[config.mk]
export PLATFORM = sky130hd
export DESIGN_NAME = pipeline_ctrl_flat
export DESIGN_NICKNAME = d
export VERILOG_FILES = /design/src/rtl/pipeline_ctrl_if.sv /design/src/rtl/pipeline_ctrl.sv /design/src/flat_wrapper.sv
export SDC_FILE = /design/constraint.sdc
export NUM_CORES = 1
export LEC_CHECK = 0
export BUFFER_PORTS_ARGS = -buffer_cell sky130_fd_sc_hd__clkbuf_2
export CORE_ASPECT_RATIO = 1.25
export CORE_MARGIN = 10
export CORE_UTILIZATION = 45
export CTS_BUF_LIST = sky130_fd_sc_hd__clkbuf_2 sky130_fd_sc_hd__clkbuf_4 sky130_fd_sc_hd__clkbuf_8
export DETAILED_ROUTE_END_ITERATION = 10
export PLACE_DENSITY = 0.77
export RECOVER_POWER = 50
export SETUP_SLACK_MARGIN = 0.3
export SYNTH_ARGS = -nofsm -noshare
export SYNTH_HDL_FRONTEND = slang
export SYNTH_SLANG_ARGS = --single-unit
[constraint.sdc]
create_clock -name clk -period 4.51 [get_ports clk]
set_input_delay 0.2255 -clock clk [delete_from_list [all_inputs] [get_ports clk]]
set_output_delay 0.2255 -clock clk [all_outputs]
set_load 0.05 [all_outputs]
[src/rtl/pipeline_ctrl_if.sv]
// Hazard-control bundle between the pipeline and pipeline_ctrl.
// slave = the controller side, master = the pipeline/fetch side.
interface pipeline_ctrl_if #(
    parameter int PC_WIDTH  = 32,
    parameter int CNT_WIDTH = 32
);
    logic                 load_use_stall_i;
    logic                 exe_busy_i;
    logic                 if_req_i;
    logic                 if_ack_i;
    logic                 mem_req_i;
    logic                 mem_ack_i;
    logic                 branch_taken_i;
    logic [PC_WIDTH-1:0]  branch_pc_i;
    logic                 trap_i;
    logic [PC_WIDTH-1:0]  trap_pc_i;
    logic                 redirect_ready_i;
    logic [4:0]           stall_o;
    logic [4:0]           flush_o;
    logic                 redirect_valid_o;
    logic [PC_WIDTH-1:0]  redirect_pc_o;
    logic                 if_drop_o;
    logic [CNT_WIDTH-1:0] stall_cnt_o;

    modport slave (
        input  load_use_stall_i, exe_busy_i, if_req_i, if_ack_i,
        input  mem_req_i, mem_ack_i, branch_taken_i, branch_pc_i,
        input  trap_i, trap_pc_i, redirect_ready_i,
        output stall_o, flush_o, redirect_valid_o, redirect_pc_o,
        output if_drop_o, stall_cnt_o
    );

    modport master (
        output load_use_stall_i, exe_busy_i, if_req_i, if_ack_i,
        output mem_req_i, mem_ack_i, branch_taken_i, branch_pc_i,
        output trap_i, trap_pc_i, redirect_ready_i,
        input  stall_o, flush_o, redirect_valid_o, redirect_pc_o,
        input  if_drop_o, stall_cnt_o
    );
endinterface

[src/rtl/pipeline_ctrl.sv]
// Hazard/pipeline control: stall/flush vectors, PC redirect handshake,
// stale-fetch drop and saturating stall-cycle counter.
module pipeline_ctrl #(
    parameter int PC_WIDTH  = 32,
    parameter int CNT_WIDTH = 32
) (
    input  logic           clk,
    input  logic           rst_n,
    pipeline_ctrl_if.slave bus
);
    typedef enum logic {RUN = 1'b0, REDIR = 1'b1} state_e;

    state_e               state_q, state_d;
    logic [PC_WIDTH-1:0]  pc_q, pc_d;
    logic                 drop_q, drop_d;
    logic [CNT_WIDTH-1:0] cnt_q, cnt_d;

    logic       dmem_wait;
    logic       ifetch_wait;
    logic       br_take;
    logic       enter_redir;
    logic [4:0] stall;
    logic [4:0] flush;

    assign dmem_wait   = bus.mem_req_i & ~bus.mem_ack_i;
    assign ifetch_wait = bus.if_req_i & ~bus.if_ack_i;
    // EXE holds only bubbles while redirecting, so branches count in RUN
    assign br_take     = (state_q == RUN) & bus.branch_taken_i
                       & ~dmem_wait & ~bus.exe_busy_i & ~bus.trap_i;
    assign enter_redir = (state_q == RUN) & (bus.trap_i | br_take);

    // State register plus redirect target, drop flag and counter
    always_ff @(posedge clk) begin
        if (!rst_n) begin
            state_q <= RUN;
            pc_q    <= '0;
            drop_q  <= 1'b0;
            cnt_q   <= '0;
        end else begin
            state_q <= state_d;
            pc_q    <= pc_d;
            drop_q  <= drop_d;
            cnt_q   <= cnt_d;
        end
    end

    // Next state: trap always (re)targets, branch only from RUN
    always_comb begin
        state_d = state_q;
        pc_d    = pc_q;
        if (bus.trap_i) begin
            state_d = REDIR;
            pc_d    = bus.trap_pc_i;
        end else if (br_take) begin
            state_d = REDIR;
            pc_d    = bus.branch_pc_i;
        end else if (state_q == REDIR && bus.redirect_ready_i) begin
            state_d = RUN;
        end
    end

    // Drop flag and saturating stall counter; ack-clear wins over set
    always_comb begin
        drop_d = drop_q;
        if (enter_redir && ifetch_wait) begin
            drop_d = 1'b1;
        end
        if (bus.if_ack_i) begin
            drop_d = 1'b0;
        end
        cnt_d = cnt_q;
        if (stall[0] && !(&cnt_q)) begin
            cnt_d = cnt_q + 1'b1;
        end
    end

    // Outputs: prioritised stall causes, branch/trap flush override
    always_comb begin
        stall = 5'b00000;
        flush = 5'b00000;
        if (!rst_n) begin
            stall = 5'b00000;
            flush = 5'b00000;
        end else if (bus.trap_i) begin
            flush = 5'b01110;
        end else if (dmem_wait) begin
            stall = 5'b01111;
            flush = 5'b10000;
        end else if (bus.exe_busy_i) begin
            stall = 5'b00111;
            flush = 5'b01000;
        end else if (br_take) begin
            stall = {4'b0000, ifetch_wait};
            flush = 5'b00110;
        end else if (bus.load_use_stall_i) begin
            stall = 5'b00011;
            flush = 5'b00100;
        end else if (state_q == REDIR || ifetch_wait) begin
            stall = 5'b00001;
            flush = 5'b00010;
        end
    end

    assign bus.stall_o          = stall;
    assign bus.flush_o          = flush;
    assign bus.redirect_valid_o = (state_q == REDIR);
    assign bus.redirect_pc_o    = pc_q;
    assign bus.if_drop_o        = drop_q & bus.if_ack_i;
    assign bus.stall_cnt_o      = cnt_q;
endmodule

[src/flat_wrapper.sv]
// flat-port wrapper written by rule: the top's interface ports become plain ports
module pipeline_ctrl_flat 
#(
    parameter int PC_WIDTH  = 32,
    parameter int CNT_WIDTH = 32
)
  (clk, rst_n, bus_load_use_stall_i, bus_exe_busy_i, bus_if_req_i, bus_if_ack_i, bus_mem_req_i, bus_mem_ack_i, bus_branch_taken_i, bus_branch_pc_i, bus_trap_i, bus_trap_pc_i, bus_redirect_ready_i, bus_stall_o, bus_flush_o, bus_redirect_valid_o, bus_redirect_pc_o, bus_if_drop_o, bus_stall_cnt_o);
  pipeline_ctrl_if #(.PC_WIDTH(PC_WIDTH), .CNT_WIDTH(CNT_WIDTH)) bus_i ();
  input  logic clk;
  input  logic rst_n;
  input wire logic [$bits(bus_i.load_use_stall_i)-1:0] bus_load_use_stall_i;
  input wire logic [$bits(bus_i.exe_busy_i)-1:0] bus_exe_busy_i;
  input wire logic [$bits(bus_i.if_req_i)-1:0] bus_if_req_i;
  input wire logic [$bits(bus_i.if_ack_i)-1:0] bus_if_ack_i;
  input wire logic [$bits(bus_i.mem_req_i)-1:0] bus_mem_req_i;
  input wire logic [$bits(bus_i.mem_ack_i)-1:0] bus_mem_ack_i;
  input wire logic [$bits(bus_i.branch_taken_i)-1:0] bus_branch_taken_i;
  input wire logic [$bits(bus_i.branch_pc_i)-1:0] bus_branch_pc_i;
  input wire logic [$bits(bus_i.trap_i)-1:0] bus_trap_i;
  input wire logic [$bits(bus_i.trap_pc_i)-1:0] bus_trap_pc_i;
  input wire logic [$bits(bus_i.redirect_ready_i)-1:0] bus_redirect_ready_i;
  output wire logic [$bits(bus_i.stall_o)-1:0] bus_stall_o;
  output wire logic [$bits(bus_i.flush_o)-1:0] bus_flush_o;
  output wire logic [$bits(bus_i.redirect_valid_o)-1:0] bus_redirect_valid_o;
  output wire logic [$bits(bus_i.redirect_pc_o)-1:0] bus_redirect_pc_o;
  output wire logic [$bits(bus_i.if_drop_o)-1:0] bus_if_drop_o;
  output wire logic [$bits(bus_i.stall_cnt_o)-1:0] bus_stall_cnt_o;
  assign bus_i.load_use_stall_i = bus_load_use_stall_i;
  assign bus_i.exe_busy_i = bus_exe_busy_i;
  assign bus_i.if_req_i = bus_if_req_i;
  assign bus_i.if_ack_i = bus_if_ack_i;
  assign bus_i.mem_req_i = bus_mem_req_i;
  assign bus_i.mem_ack_i = bus_mem_ack_i;
  assign bus_i.branch_taken_i = bus_branch_taken_i;
  assign bus_i.branch_pc_i = bus_branch_pc_i;
  assign bus_i.trap_i = bus_trap_i;
  assign bus_i.trap_pc_i = bus_trap_pc_i;
  assign bus_i.redirect_ready_i = bus_redirect_ready_i;
  assign bus_stall_o = bus_i.stall_o;
  assign bus_flush_o = bus_i.flush_o;
  assign bus_redirect_valid_o = bus_i.redirect_valid_o;
  assign bus_redirect_pc_o = bus_i.redirect_pc_o;
  assign bus_if_drop_o = bus_i.if_drop_o;
  assign bus_stall_cnt_o = bus_i.stall_cnt_o;
  pipeline_ctrl #(.PC_WIDTH(PC_WIDTH), .CNT_WIDTH(CNT_WIDTH)) u_core (.clk(clk), .rst_n(rst_n), .bus(bus_i));
endmodule
==> results.sh <==
export IMPL_power_share_switching_pct=31.0
export IMPL_placement_io_buffers=148
export IMPL_design_final_nets=591
export IMPL_path_class="in2out"
export IMPL_number_of_buffers_created_by_cts=9
export IMPL_maxCapViolations=2
export IMPL_launching_point_of_the_worst_reg2reg_path="u_core.bus.redirect_valid_o"
export IMPL_antenna_violations_before_repair=0
export IMPL_worstHoldPathType="in2reg"
export IMPL_design_die_area_mm2=0.0114
export IMPL_synthesized_instance_count=378
export IMPL_yosysUniqueCellTypes=40
export IMPL_layout_setup_ws_ps=1450
export IMPL_critical_path_top_delay_family="buffers and inverters"
export IMPL_io_pins=151
export IMPL_area_of_the_mapped_netlist_mm2=0.00340
export IMPL_worstHoldStart="bus_if_ack_i"
export IMPL_route_detailed_drc=0
export IMPL_synth_seq_cells=66
export IMPL_power_density_mw_per_mm2=314
export IMPL_share_of_layout_cells_above_drive_strength_1_pct=26.6
export IMPL_slowest_stage="sky130_fd_sc_hd__clkbuf_1"
export IMPL_cts_max_level=3
export IMPL_critical_path_max_stage_delay_ps=1740
export IMPL_antenna_cells_inserted=0
export IMPL_clk_latency_ps=340
export IMPL_number_of_vias_in_the_routed_layout=3395
export IMPL_row_count=35
export IMPL_timing_critical_path_mode_cell="sky130_fd_sc_hd__clkbuf_2"
export IMPL_p_int_uw=924
export IMPL_worstPathArrival_ps=2840
export IMPL_whs_endpoint="u_core.drop_q"
export IMPL_hold_path_stages=2
export IMPL_tritoncts="done"
export IMPL_grt_start_max_net_pins=52
export IMPL_design_core_area_mm2=0.00736
export IMPL_synth_top_area_share_pct=38.9
export IMPL_worst_setup_path_start_kind="primary input"
export IMPL_worst_pin_slew_ps=2450
export IMPL_pwr_share_clk_pct=33.6
export IMPL_synth_seq_area_share_pct=38.9
export IMPL_rsz0062_at_grt="no"
export IMPL_grt_first_pass_wirelength_mm=16.8
export IMPL_globalplace_congestion=0.752
export IMPL_antenna_violating_nets_post_route=0
export IMPL_grt_util_all_layers_pct=17.7
export IMPL_postLayoutCellArea_mm2=0.00427
export IMPL_p_leak_uw=0.00174
export IMPL_maxClockFrequency_ghz=0.326
export IMPL_cts_hold_buf=0
export IMPL_peakVddDrop_mv=0.188
export IMPL_final_setup_violating_endpoints=0
export IMPL_worstPathBufferInverterCount=3
export IMPL_detail_route_wirelength_mm=10.4
export IMPL_cp_cell_sequence="clkbuf_2 -> clkbuf_1 -> a21oi_1 -> nor2_1 -> clkbuf_2"
export IMPL_total_power_uw=1340
export IMPL_detailed_place_hpwl_mm=7.98
export IMPL_cp_data_required_time_ps=4280
export IMPL_critPathMaxFanout=37
export IMPL_start_util_pct=46.2
export IMPL_preCtsSetupSlack_ps=2020
export IMPL_outcome="finished, violations left"
export IMPL_drt_vias_per_instance=5.56
export IMPL_timing_critical_path_to_type="output pin"
export IMPL_placedInstanceArea_mm2=0.00419
export IMPL_finalCritPeriodShare_pct=67.9
export IMPL_routedWlPerCell_um=17.0
export IMPL_detail_route_iter0_violations=94
export IMPL_post_cts_setup_repair_bufs=0
export IMPL_floorplan_die_height_um=117
export IMPL_post_synth_top_area_cell="sky130_fd_sc_hd__dfxtp_1"
export IMPL_sum_of_negative_setup_slack_ps=0
export IMPL_maximum_number_of_buffers_from_clock_root_to_sink=2
export IMPL_die_width_um=97.7
export IMPL_failed_checks="capacitance limit, slew limit"
export IMPL_clkSinkCount=66
export IMPL_cts_root_buffer="sky130_fd_sc_hd__clkbuf_8"
export IMPL_finalHoldWorstSlack_ps=88.0
export IMPL_reg2reg_setup_slack_ps=1700
export IMPL_final_min_clock_period_ps=3060
export IMPL_cts_resized=0
export IMPL_timing_final_max_slew_violations=72
export IMPL_register_share_of_total_power_pct=46.4
export IMPL_worst_clock_skew_ps=8.26
export IMPL_globalRouteOverflowTotal=0
export IMPL_drt_pass1_iterations=4
export IMPL_first_global_vias=3512
export IMPL_post_synth_main_area_contributors="sky130_fd_sc_hd__dfxtp_1, sky130_fd_sc_hd__mux2i_1, sky130_fd_sc_hd__mux2_2"
export IMPL_rr_worst_depth=6
export IMPL_hold_viol=0
export IMPL_critical_path_reg2reg_endpoint="u_core.bus.redirect_pc_o[12]"
export IMPL_area_growth_synth_to_final_pct=25.7
export IMPL_timing_max_slew_rel_slack_pct=-63.4
export IMPL_power_net_switching_uw=415
export IMPL_power_combinational_fraction_pct=20.0
export IMPL_clk_pin_slew_ps=70
export IMPL_synth_area_per_cell_um2=8.98
export IMPL_yosys_warnings=0
[synthesized netlist by cell type]
library cell	number
sky130_fd_sc_hd__a211o_1	1
sky130_fd_sc_hd__a21oi_1	19
sky130_fd_sc_hd__a31oi_1	1
sky130_fd_sc_hd__and2_1	1
sky130_fd_sc_hd__and3_1	2
sky130_fd_sc_hd__and4_1	4
sky130_fd_sc_hd__buf_1	4
sky130_fd_sc_hd__buf_2	4
sky130_fd_sc_hd__buf_4	3
sky130_fd_sc_hd__clkbuf_1	17
sky130_fd_sc_hd__clkinv_1	1
sky130_fd_sc_hd__conb_1	1
sky130_fd_sc_hd__dfxtp_1	66
sky130_fd_sc_hd__ha_1	1
sky130_fd_sc_hd__inv_1	8
sky130_fd_sc_hd__mux2_2	32
sky130_fd_sc_hd__mux2i_1	39
sky130_fd_sc_hd__nand2_1	22
sky130_fd_sc_hd__nand2b_1	10
sky130_fd_sc_hd__nand3_1	12
sky130_fd_sc_hd__nand4_1	4
sky130_fd_sc_hd__nand4_2	2
sky130_fd_sc_hd__nor2_1	45
sky130_fd_sc_hd__nor2b_1	3
sky130_fd_sc_hd__nor3_1	3
sky130_fd_sc_hd__nor4_1	8
sky130_fd_sc_hd__nor4b_1	2
sky130_fd_sc_hd__o2111ai_1	2
sky130_fd_sc_hd__o211ai_1	2
sky130_fd_sc_hd__o21a_1	3
sky130_fd_sc_hd__o21ai_0	7
sky130_fd_sc_hd__o21ai_1	1
sky130_fd_sc_hd__o311ai_0	6
sky130_fd_sc_hd__o31a_1	2
sky130_fd_sc_hd__o31ai_1	18
sky130_fd_sc_hd__o41ai_1	1
sky130_fd_sc_hd__or2_2	2
sky130_fd_sc_hd__or3_1	4
sky130_fd_sc_hd__or4_1	14
sky130_fd_sc_hd__or4_4	1
[metal layers]
| layer | track usage, % | vias to the layer above | routed length [um] | share of wire (%) |
|---|---|---|---|---|
| met3 | 9.98 | 13 | 1260 | 12 |
| met2 | 30.6 | 131 | 5040 | 48 |
| met1 | 17.7 | 1589 | 3960 | 38 |
| met4 | 5.92 | 0 | 148 | 1.4 |
| li1 | - | 1662 | - | - |
| met5 | 0 | - | 0 | 0 |
[per-stage QoR]
stage          utilization [%]  std cells
2_1_floorplan                -        379
3_3_place_gp              56.9        596
3_5_place_dp              56.9        596
4_1_cts                   59.3        611
5_1_grt                   58.0        611
6_report                  58.0        611
[worst max-delay path by stage]
stage / to / from / cells after the start / slack [ps]
final: bus_flush_o[3] / bus_trap_i / 5 / 1450
after CTS: u_core.bus.stall_cnt_o[4] / u_core.bus.stall_cnt_o[6] / 5 / 2000
after global placement: u_core.bus.stall_cnt_o[16] / u_core.bus.stall_cnt_o[6] / 5 / 2120
after global routing: bus_flush_o[3] / bus_trap_i / 5 / 1290
after floorplan: u_core.bus.stall_cnt_o[26] / u_core.bus.stall_cnt_o[11] / 6 / 1900
after detailed placement: u_core.bus.stall_cnt_o[4] / u_core.bus.stall_cnt_o[6] / 5 / 2020
[final cells by class]
| type | count | area (um2) |
|---|---|---|
| clock inverter | 3 | 15.0 |
| timing repair buffer | 153 | 686 |
| sequential | 66 | 1320 |
| fill | 698 | 3090 |
| tap | 92 | 115 |
| clock buffer | 12 | 159 |
| multi-input combinational | 276 | 1940 |
| inverter | 9 | 33.8 |
[flip-flops by register name (all words and copies together), names as in the netlist]
register and cells:
u_core.bus.redirect_valid_o 1, u_core.bus.stall_cnt_o 32, u_core.drop_q 1, u_core.bus.redirect_pc_o 32
[cells by family (layout without fill, tap and decap cells)]
| group | count (synthesis) | after routing | share of synthesized area, % |
|---|---|---|---|
| AND/OR/NAND/NOR | 139 | 139 | 21.6 |
| buffers and inverters | 37 | 177 | 4.57 |
| AO/OA/AOI/OAI | 63 | 63 | 12.3 |
| adder cells (fa/ha/maj) | 1 | 1 | 0.368 |
| flip-flops | 66 | 66 | 38.9 |
| other | 1 | 2 | 0.110 |
| multiplexers | 71 | 71 | 22.1 |
[power groups by stage]
stage / registers [uW] / clock network, uW / logic, uW
after floorplan: 709 / 0 / 115
after detailed placement: 634 / 0 / 273
after global placement: 632 / 0 / 267
final: 620 / 450 / 268
after global routing: 623 / 490 / 289
after CTS: 620 / 461 / 274
[cell usage in the layout (no fill, tap or decap), types with 2 or more instances in the layout]
cell type                   count
sky130_fd_sc_hd__clkbuf_1      70
sky130_fd_sc_hd__o211ai_1       2
sky130_fd_sc_hd__nand3_1       12
sky130_fd_sc_hd__o21a_1         3
sky130_fd_sc_hd__o31ai_1       18
sky130_fd_sc_hd__nand2b_1      10
sky130_fd_sc_hd__or3_1          4
sky130_fd_sc_hd__mux2i_1       39
sky130_fd_sc_hd__buf_4          3
sky130_fd_sc_hd__nand2_1       22
sky130_fd_sc_hd__o2111ai_1      2
sky130_fd_sc_hd__nand4_1        4
sky130_fd_sc_hd__clkbuf_8      11
sky130_fd_sc_hd__nor3_1         2
sky130_fd_sc_hd__nor2_1        45
sky130_fd_sc_hd__and3_1         2
sky130_fd_sc_hd__and4_1         4
sky130_fd_sc_hd__mux2_2        32
sky130_fd_sc_hd__nor4b_1        2
sky130_fd_sc_hd__nand4_2        2
sky130_fd_sc_hd__dfxtp_1       66
sky130_fd_sc_hd__o21ai_0        6
sky130_fd_sc_hd__a21oi_1       19
sky130_fd_sc_hd__inv_1          8
sky130_fd_sc_hd__conb_1         2
sky130_fd_sc_hd__or2_2          2
sky130_fd_sc_hd__nor2b_1        3
sky130_fd_sc_hd__clkinv_2       3
sky130_fd_sc_hd__nor4_1         7
sky130_fd_sc_hd__o31a_1         2
sky130_fd_sc_hd__clkbuf_2      80
sky130_fd_sc_hd__o311ai_0       6
sky130_fd_sc_hd__or4_1         14
Power figures use the tool's default switching activity.
